$ cat config.mk
export PLATFORM = sky130hd
export DESIGN_NAME = tilelink_ul_master_flat
export DESIGN_NICKNAME = d
export VERILOG_FILES = /design/src/rtl/tl_pkg.sv /design/src/rtl/tilelink_ul_master_if.sv /design/src/rtl/tl_mask_gen.sv /design/src/rtl/tilelink_ul_master.sv /design/src/flat_wrapper.sv
export SDC_FILE = /design/constraint.sdc
export NUM_CORES = 1
export LEC_CHECK = 0
export ABC_AREA = 1
export CAP_MARGIN = 10
export CORE_ASPECT_RATIO = 0.9
export CORE_MARGIN = 2
export CORE_UTILIZATION = 43
export DETAILED_ROUTE_END_ITERATION = 8
export PLACE_DENSITY = 0.87
export SLEW_MARGIN = 20
export SYNTH_ARGS = -nofsm -noshare
export SYNTH_HDL_FRONTEND = slang
export SYNTH_SLANG_ARGS = --single-unit
$ cat constraint.sdc
create_clock -name clock -period 3.9 [get_ports clock]
set_clock_uncertainty 0.2 [all_clocks]
set_input_delay 0.78 -clock clock [delete_from_list [all_inputs] [get_ports clock]]
set_output_delay 0.78 -clock clock [all_outputs]
set_load 0.01 [all_outputs]
$ cat src/rtl/tl_pkg.sv
// tl_pkg: TileLink-UL opcodes and the initiator state type, shared with the A-D responder.
package tl_pkg;
  localparam logic [2:0] GET = 3'd4;
  localparam logic [2:0] PUT_FULL = 3'd0;
  localparam logic [2:0] PUT_PARTIAL = 3'd1;
  localparam logic [2:0] ARITH = 3'd2;
  localparam logic [2:0] LOGIC = 3'd3;
  localparam logic [2:0] INTENT = 3'd5;
  localparam logic [2:0] ACCESS_ACK = 3'd0;
  localparam logic [2:0] ACCESS_ACK_DATA = 3'd1;
  localparam logic [2:0] HINT_ACK = 3'd2;
  typedef enum logic [2:0] {IDLE, SEND_A, WAIT_D, REJECT, FAULT} state_t;
endpackage

$ cat src/rtl/tilelink_ul_master_if.sv
// tilelink_ul_master_if: request/response side plus TileLink channels A and D.
interface tilelink_ul_master_if;
  logic req_valid, req_ready, req_write;
  logic [31:0] req_address, req_data;
  logic [3:0] req_size, req_mask;
  logic rsp_valid, rsp_ready, rsp_last, rsp_error, fault;
  logic [31:0] rsp_data;
  logic a_valid, a_ready, a_source;
  logic [2:0] a_opcode, a_param;
  logic [3:0] a_size, a_mask;
  logic [31:0] a_address, a_data;
  logic d_valid, d_ready, d_source, d_sink, d_error;
  logic [2:0] d_opcode;
  logic [1:0] d_param, d_addr_lo;
  logic [3:0] d_size;
  logic [31:0] d_data;
  modport master (
    input req_valid, req_write, req_address, req_size, req_mask, req_data, rsp_ready, a_ready,
          d_valid, d_opcode, d_param, d_size, d_source, d_sink, d_addr_lo, d_data, d_error,
    output req_ready, rsp_valid, rsp_data, rsp_last, rsp_error, fault,
           a_valid, a_opcode, a_param, a_size, a_source, a_address, a_mask, a_data, d_ready
  );
  modport slave (
    output req_valid, req_write, req_address, req_size, req_mask, req_data, rsp_ready, a_ready,
           d_valid, d_opcode, d_param, d_size, d_source, d_sink, d_addr_lo, d_data, d_error,
    input req_ready, rsp_valid, rsp_data, rsp_last, rsp_error, fault,
          a_valid, a_opcode, a_param, a_size, a_source, a_address, a_mask, a_data, d_ready
  );
endinterface

$ cat src/rtl/tl_mask_gen.sv
// tl_mask_gen: byte-lane mask and 32-bit beat count for a transfer of 2**size bytes.
module tl_mask_gen (
  input  logic [3:0] size,
  input  logic [1:0] addr_lo,
  output logic [3:0] mask,
  output logic [4:0] beats
);
  always_comb begin
    mask = size >= 4'd2 ? 4'hf : size == 4'd1 ? 4'b0011 << addr_lo : 4'b0001 << addr_lo;
    beats = size >= 4'd2 ? 5'd1 << (size - 4'd2) : 5'd1;
  end
endmodule

$ cat src/rtl/tilelink_ul_master.sv
// tilelink_ul_master: single-outstanding TileLink-UL initiator with local reject and D-channel watchdog.
module tilelink_ul_master import tl_pkg::*; #(
  parameter logic SOURCE = 1'b0,
  parameter int MAX_SIZE = 6,
  parameter logic [7:0] TIMEOUT = 8'd255
) (
  input logic clock,
  input logic reset,
  tilelink_ul_master_if.master bus
);
  state_t state, state_n;
  logic write_q, bad, last, d_fire, unused_d;
  logic [31:0] addr_q, data_q;
  logic [3:0] size_q, mask_q, get_mask;
  logic [4:0] count, beats;
  logic [7:0] timer;
  tl_mask_gen u_mask (.size(size_q), .addr_lo(addr_q[1:0]), .mask(get_mask), .beats(beats));
  assign unused_d = ^{bus.d_param, bus.d_size, bus.d_sink, bus.d_addr_lo};
  always_comb begin
    bus.req_ready = state == IDLE && !reset;
    bus.a_valid = state == SEND_A;
    bus.d_ready = state == WAIT_D ? bus.rsp_ready : state == FAULT;
    bus.rsp_valid = state == WAIT_D ? bus.d_valid : state == REJECT;
    bus.rsp_data = state == WAIT_D && !write_q ? bus.d_data : 32'd0;
    last = count == beats - 5'd1;
    bus.rsp_last = state == WAIT_D ? last : state == REJECT;
    bus.rsp_error = state == WAIT_D ? bus.d_error || bus.d_source != SOURCE ||
                    bus.d_opcode != (write_q ? ACCESS_ACK : ACCESS_ACK_DATA) : state == REJECT;
    bus.fault = state == FAULT;
    bus.a_opcode = !write_q ? GET : mask_q == 4'hf ? PUT_FULL : PUT_PARTIAL;
    bus.a_param = 3'd0;
    bus.a_size = size_q;
    bus.a_source = SOURCE;
    bus.a_address = addr_q;
    bus.a_mask = write_q ? mask_q : get_mask;
    bus.a_data = data_q;
    d_fire = bus.d_valid && bus.d_ready;
    // oversize, wide Puts and misaligned addresses never reach channel A
    bad = bus.req_size > 4'(MAX_SIZE) || (bus.req_write && bus.req_size > 4'd2) ||
          (bus.req_address & ((32'd1 << bus.req_size) - 32'd1)) != 32'd0;
    state_n = state;
    if (state == IDLE && bus.req_valid) state_n = bad ? REJECT : SEND_A;
    if (state == SEND_A && bus.a_ready) state_n = WAIT_D;
    if (state == WAIT_D) state_n = d_fire ? (last ? IDLE : WAIT_D) : timer == TIMEOUT - 8'd1 ? FAULT : WAIT_D;
    if (state == REJECT && bus.rsp_ready) state_n = IDLE;
  end
  always_ff @(posedge clock) begin
    if (reset) begin
      state <= IDLE;
      count <= 5'd0;
      timer <= 8'd0;
      write_q <= 1'b0;
      addr_q <= 32'd0;
      data_q <= 32'd0;
      size_q <= 4'd0;
      mask_q <= 4'd0;
    end else begin
      state <= state_n;
      if (bus.req_ready && bus.req_valid) begin
        write_q <= bus.req_write;
        addr_q <= bus.req_address;
        data_q <= bus.req_data;
        size_q <= bus.req_size;
        mask_q <= bus.req_mask;
      end
      if (state == SEND_A) begin
        count <= 5'd0;
        timer <= 8'd0;
      end
      if (state == WAIT_D) begin
        count <= d_fire ? count + 5'd1 : count;
        timer <= d_fire ? 8'd0 : timer == TIMEOUT ? timer : timer + 8'd1;
      end
    end
  end
endmodule

$ cat src/flat_wrapper.sv
// flat-port wrapper written by rule: the top's interface ports become plain ports
module tilelink_ul_master_flat import tl_pkg::*;
#(
  parameter logic SOURCE = 1'b0,
  parameter int MAX_SIZE = 6,
  parameter logic [7:0] TIMEOUT = 8'd255
)
  (clock, reset, bus_req_valid, bus_req_write, bus_req_address, bus_req_size, bus_req_mask, bus_req_data, bus_rsp_ready, bus_a_ready, bus_d_valid, bus_d_opcode, bus_d_param, bus_d_size, bus_d_source, bus_d_sink, bus_d_addr_lo, bus_d_data, bus_d_error, bus_req_ready, bus_rsp_valid, bus_rsp_data, bus_rsp_last, bus_rsp_error, bus_fault, bus_a_valid, bus_a_opcode, bus_a_param, bus_a_size, bus_a_source, bus_a_address, bus_a_mask, bus_a_data, bus_d_ready);
  tilelink_ul_master_if bus_i ();
  input logic clock;
  input logic reset;
  input wire logic [$bits(bus_i.req_valid)-1:0] bus_req_valid;
  input wire logic [$bits(bus_i.req_write)-1:0] bus_req_write;
  input wire logic [$bits(bus_i.req_address)-1:0] bus_req_address;
  input wire logic [$bits(bus_i.req_size)-1:0] bus_req_size;
  input wire logic [$bits(bus_i.req_mask)-1:0] bus_req_mask;
  input wire logic [$bits(bus_i.req_data)-1:0] bus_req_data;
  input wire logic [$bits(bus_i.rsp_ready)-1:0] bus_rsp_ready;
  input wire logic [$bits(bus_i.a_ready)-1:0] bus_a_ready;
  input wire logic [$bits(bus_i.d_valid)-1:0] bus_d_valid;
  input wire logic [$bits(bus_i.d_opcode)-1:0] bus_d_opcode;
  input wire logic [$bits(bus_i.d_param)-1:0] bus_d_param;
  input wire logic [$bits(bus_i.d_size)-1:0] bus_d_size;
  input wire logic [$bits(bus_i.d_source)-1:0] bus_d_source;
  input wire logic [$bits(bus_i.d_sink)-1:0] bus_d_sink;
  input wire logic [$bits(bus_i.d_addr_lo)-1:0] bus_d_addr_lo;
  input wire logic [$bits(bus_i.d_data)-1:0] bus_d_data;
  input wire logic [$bits(bus_i.d_error)-1:0] bus_d_error;
  output wire logic [$bits(bus_i.req_ready)-1:0] bus_req_ready;
  output wire logic [$bits(bus_i.rsp_valid)-1:0] bus_rsp_valid;
  output wire logic [$bits(bus_i.rsp_data)-1:0] bus_rsp_data;
  output wire logic [$bits(bus_i.rsp_last)-1:0] bus_rsp_last;
  output wire logic [$bits(bus_i.rsp_error)-1:0] bus_rsp_error;
  output wire logic [$bits(bus_i.fault)-1:0] bus_fault;
  output wire logic [$bits(bus_i.a_valid)-1:0] bus_a_valid;
  output wire logic [$bits(bus_i.a_opcode)-1:0] bus_a_opcode;
  output wire logic [$bits(bus_i.a_param)-1:0] bus_a_param;
  output wire logic [$bits(bus_i.a_size)-1:0] bus_a_size;
  output wire logic [$bits(bus_i.a_source)-1:0] bus_a_source;
  output wire logic [$bits(bus_i.a_address)-1:0] bus_a_address;
  output wire logic [$bits(bus_i.a_mask)-1:0] bus_a_mask;
  output wire logic [$bits(bus_i.a_data)-1:0] bus_a_data;
  output wire logic [$bits(bus_i.d_ready)-1:0] bus_d_ready;
  assign bus_i.req_valid = bus_req_valid;
  assign bus_i.req_write = bus_req_write;
  assign bus_i.req_address = bus_req_address;
  assign bus_i.req_size = bus_req_size;
  assign bus_i.req_mask = bus_req_mask;
  assign bus_i.req_data = bus_req_data;
  assign bus_i.rsp_ready = bus_rsp_ready;
  assign bus_i.a_ready = bus_a_ready;
  assign bus_i.d_valid = bus_d_valid;
  assign bus_i.d_opcode = bus_d_opcode;
  assign bus_i.d_param = bus_d_param;
  assign bus_i.d_size = bus_d_size;
  assign bus_i.d_source = bus_d_source;
  assign bus_i.d_sink = bus_d_sink;
  assign bus_i.d_addr_lo = bus_d_addr_lo;
  assign bus_i.d_data = bus_d_data;
  assign bus_i.d_error = bus_d_error;
  assign bus_req_ready = bus_i.req_ready;
  assign bus_rsp_valid = bus_i.rsp_valid;
  assign bus_rsp_data = bus_i.rsp_data;
  assign bus_rsp_last = bus_i.rsp_last;
  assign bus_rsp_error = bus_i.rsp_error;
  assign bus_fault = bus_i.fault;
  assign bus_a_valid = bus_i.a_valid;
  assign bus_a_opcode = bus_i.a_opcode;
  assign bus_a_param = bus_i.a_param;
  assign bus_a_size = bus_i.a_size;
  assign bus_a_source = bus_i.a_source;
  assign bus_a_address = bus_i.a_address;
  assign bus_a_mask = bus_i.a_mask;
  assign bus_a_data = bus_i.a_data;
  assign bus_d_ready = bus_i.d_ready;
  tilelink_ul_master #(.SOURCE(SOURCE), .MAX_SIZE(MAX_SIZE), .TIMEOUT(TIMEOUT)) u_core (.clock(clock), .reset(reset), .bus(bus_i));
endmodule
==> impl_metrics.ini, run 1 <==
[status]
status = finished, final reports clean

[clock_network]
max-clock-path-buffers = 2
cts_tree = done
cts_resized = 1
cts.clk_slew.worst_paths_ns = 0.07
clock_sinks = 89
cts.hold.buffers_added = 0
cts-htree-levels = 3
cts-root-buf = clkbuf_16
cts_setup_buffers = 0
numCtsBuffers = 9
worstSkewPairLatency_ns = 0.34

[floorplan]
die-area_sq_mm = 0.0115
initial_utilization_pct = 44.5
rows = 35
die_h_um = 102
num_io_pins = 243
core_sq_mm = 0.0103
die_w_um = 113

[detailed_routing]
drt_iter0_drc = 267
ant_nets = 0
firstDrtPassIters = 5
vias = 5082
routed_wl_um = 15000
vias_per_cell = 4.85
avgRoutedWirePerCell_um = 14.3
drc = 0

[global_routing]
grt_pass1_wl_um = 23000
antenna_found_initial = 0
grt_max_degree = 75
track_usage_pct = 25.1
grt.overflow.total = 0
grt_pass1_vias = 4718

[timing]
rsz0062_at_grt = no
min_period_over_period_pct = 90.9
hold_viol_final = 0
worst_pin_slew_ns = 0.816
min_period_ns = 3.55
maxSlewViolCount = 0
timing.setup.tns_ns = 0
max_slew_margin_pct = 45.6
max_clock_freq_mhz = 282
setup-violations-final = 0

[cells_and_area]
n_antenna_cell = 0
layout_common_cells = clkdlybuf4s50_1 (226), nand2_1 (198), a21oi_1 (90)
fin_nets = 1045
drive_above_1_share_pct = 5.99
area_growth_pct = 57.6
mostFrequentLayoutCell = clkdlybuf4s50_1

[pwr]
p_leak_nw = 3.03
power_per_cell_area_mw_per_mm2 = 419
peakVddDrop_uv = 341
total_power_mw = 3.02

[yosys]
ys_seq_area_share_pct = 38.9
syn_avg_cell_area_sq_um = 6.58
synth-async-reset-ratio_pct = 0
synth-seq-cells = 89
synthesis.instances = 697
ys_types = 44
synth_edf_count = 0
synth-main-ff-cell = dfxtp_1
yosys_warnings = 0
syn-cell-area_sq_mm = 0.00458

[critical_path]
critPathRequiredTime_ns = 2.92
crit_path_start = u_core.bus.a_size[1]$_SDFFE_PP0P_
endpoint_kind = output port
crit_family = simple AND/OR/NAND/NOR gates
path_cells = inv_1, ha_1, inv_1, nand2_1, nand2_4, nand3_2, nand2_1, inv_1, ha_1, inv_1, nand4_1, nand3_1, nand2_1, nor2_1, nand3_1, o21ai_0, clkbuf_2
cp_max_fo = 9
crit_arrival_ns = 2.57
critical_path_class = reg2out
critPathMostFrequentCell = inv_1
rrSetupSlack_ns = 1.42
start_kind = flip-flop
rr_startpoint = u_core.state[0]$_SDFFE_PP0P_
max_stage_delay_ns = 0.36
slowest_stage = dfxtp_1
cp_num_buf_inv = 5

[worst_hold_path]
hold_path_startpoint = u_core.bus.a_data[11]$_SDFFE_PP0P_
hold_path.class = reg2reg

[placed_design]
gp_congestion = 0.903
dpl.hpwl_um = 11400
io_buffers = 228

[job]
drv_cap = 0
[synthesized netlist by cell type, types with 2 or more instances]
library cell | instances | area (sq um)
a211oi_1 | 4 | 30.0
inv_2 | 10 | 37.5
nor2_4 | 3 | 33.8
nand2_4 | 2 | 22.5
xor2_1 | 2 | 17.5
buf_4 | 8 | 60.1
o21ai_0 | 21 | 105
inv_1 | 81 | 304
nand2_2 | 4 | 25.0
nand3_2 | 2 | 20.0
nor2_2 | 3 | 18.8
clkinv_1 | 2 | 7.51
dfxtp_1 | 89 | 1780
nor2_1 | 77 | 289
buf_2 | 12 | 60.1
nor3_1 | 7 | 35.0
nand3_1 | 31 | 155
nand2_1 | 198 | 743
clkbuf_1 | 11 | 41.3
nor4_1 | 2 | 12.5
o21ai_1 | 4 | 20.0
ha_1 | 7 | 87.6
nand4_1 | 7 | 43.8
a21oi_1 | 90 | 450
[tightest hold or removal path, delay by kind of cell (launching register included)]
kind | cells | cell delay (ns)
and+or+nand+nor | 1 | 0.06
DFF | 1 | 0.31
AOI/OAI and AO/OA | 1 | 0.05
[state kept, by name, summed over array words and instances (netlist names)]
register,cells
u_core.count,5
u_core.bus.a_address,32
u_core.bus.a_data,32
u_core.write_q,1
u_core.bus.a_size,4
u_core.state,3
u_core.mask_q,4
u_core.timer,8
[kinds of logic after synthesis]
logic type / count (synthesis) / share of synthesized area [%]
fa+ha+maj: 7 / 1.91
buf+inv: 127 / 11.5
flops: 89 / 38.9
other cells: 1 / 0.0818
simple gates: 341 / 31.8
compound gates: 129 / 15.3
xor+xnor: 3 / 0.573
[worst paths after layout]
check | endpoint | cells after the start
setup / recovery | bus_rsp_last | 17
hold / removal | u_core.bus.a_data[11]$_SDFFE_PP0P_ | 2
setup reg to reg | u_core.bus.a_address[11]$_SDFFE_PP0P_ | 8
hold reg to reg | u_core.bus.a_data[11]$_SDFFE_PP0P_ | 2
[power by group]
group | total [mW] | switching (mW) | internal, mW | leakage (nW)
Sequential | 1.06 | 0.0613 | 1.00 | 0.728
Combinational | 1.05 | 0.555 | 0.496 | 2.15
Clock | 0.911 | 0.399 | 0.512 | 0.155
[layout make-up]
type | count | area, sq um
Multi-Input combinational cell | 485 | 2300
Fill cell | 878 | 3070
Clock inverter | 7 | 83.8
Tap cell | 129 | 161
Inverter | 95 | 360
Timing Repair Buffer | 233 | 2310
Sequential cell | 89 | 1780
Clock buffer | 9 | 225
[stage by stage]
stage	hold WS (ns)	worst slack, ns	util [%]	cell area (sq um)	cells
after global placement	0.248	0.299	67.1	6910	1031
after detailed placement	0.253	0.243	67.1	6910	1031
after global routing	0.277	0.0340	70.2	7220	1047
final	0.261	0.354	70.2	7220	1047
after CTS	0.262	0.146	70.1	7220	1047
after floorplan	0.252	0.793	-	4600	701
[routing by layer]
layer  wire length (um)  part of all wire [%]  vias to the layer above  GRT usage, %
met5                  0                     0                        -             0
met4                102                  0.68                        0          5.07
met3               1210                   8.0                        9          8.96
met2               7430                    50                      155          43.5
met1               6270                    42                     2286          30.6
li1                   -                     -                     2632             -
Power figures use the tool's default switching activity.
==> inputs of run 2 (changes only) <==
- CTS_CLUSTER_SIZE: not set -> 20
==> results of run 2 <==
No change in the layout: final DEF, timing and power equal those of run 1.
==> inputs of run 3 (changes only) <==
- SKIP_LAST_GASP: not set -> 1
==> results of run 3 <==
No change in the layout: final DEF, timing and power equal those of run 1.
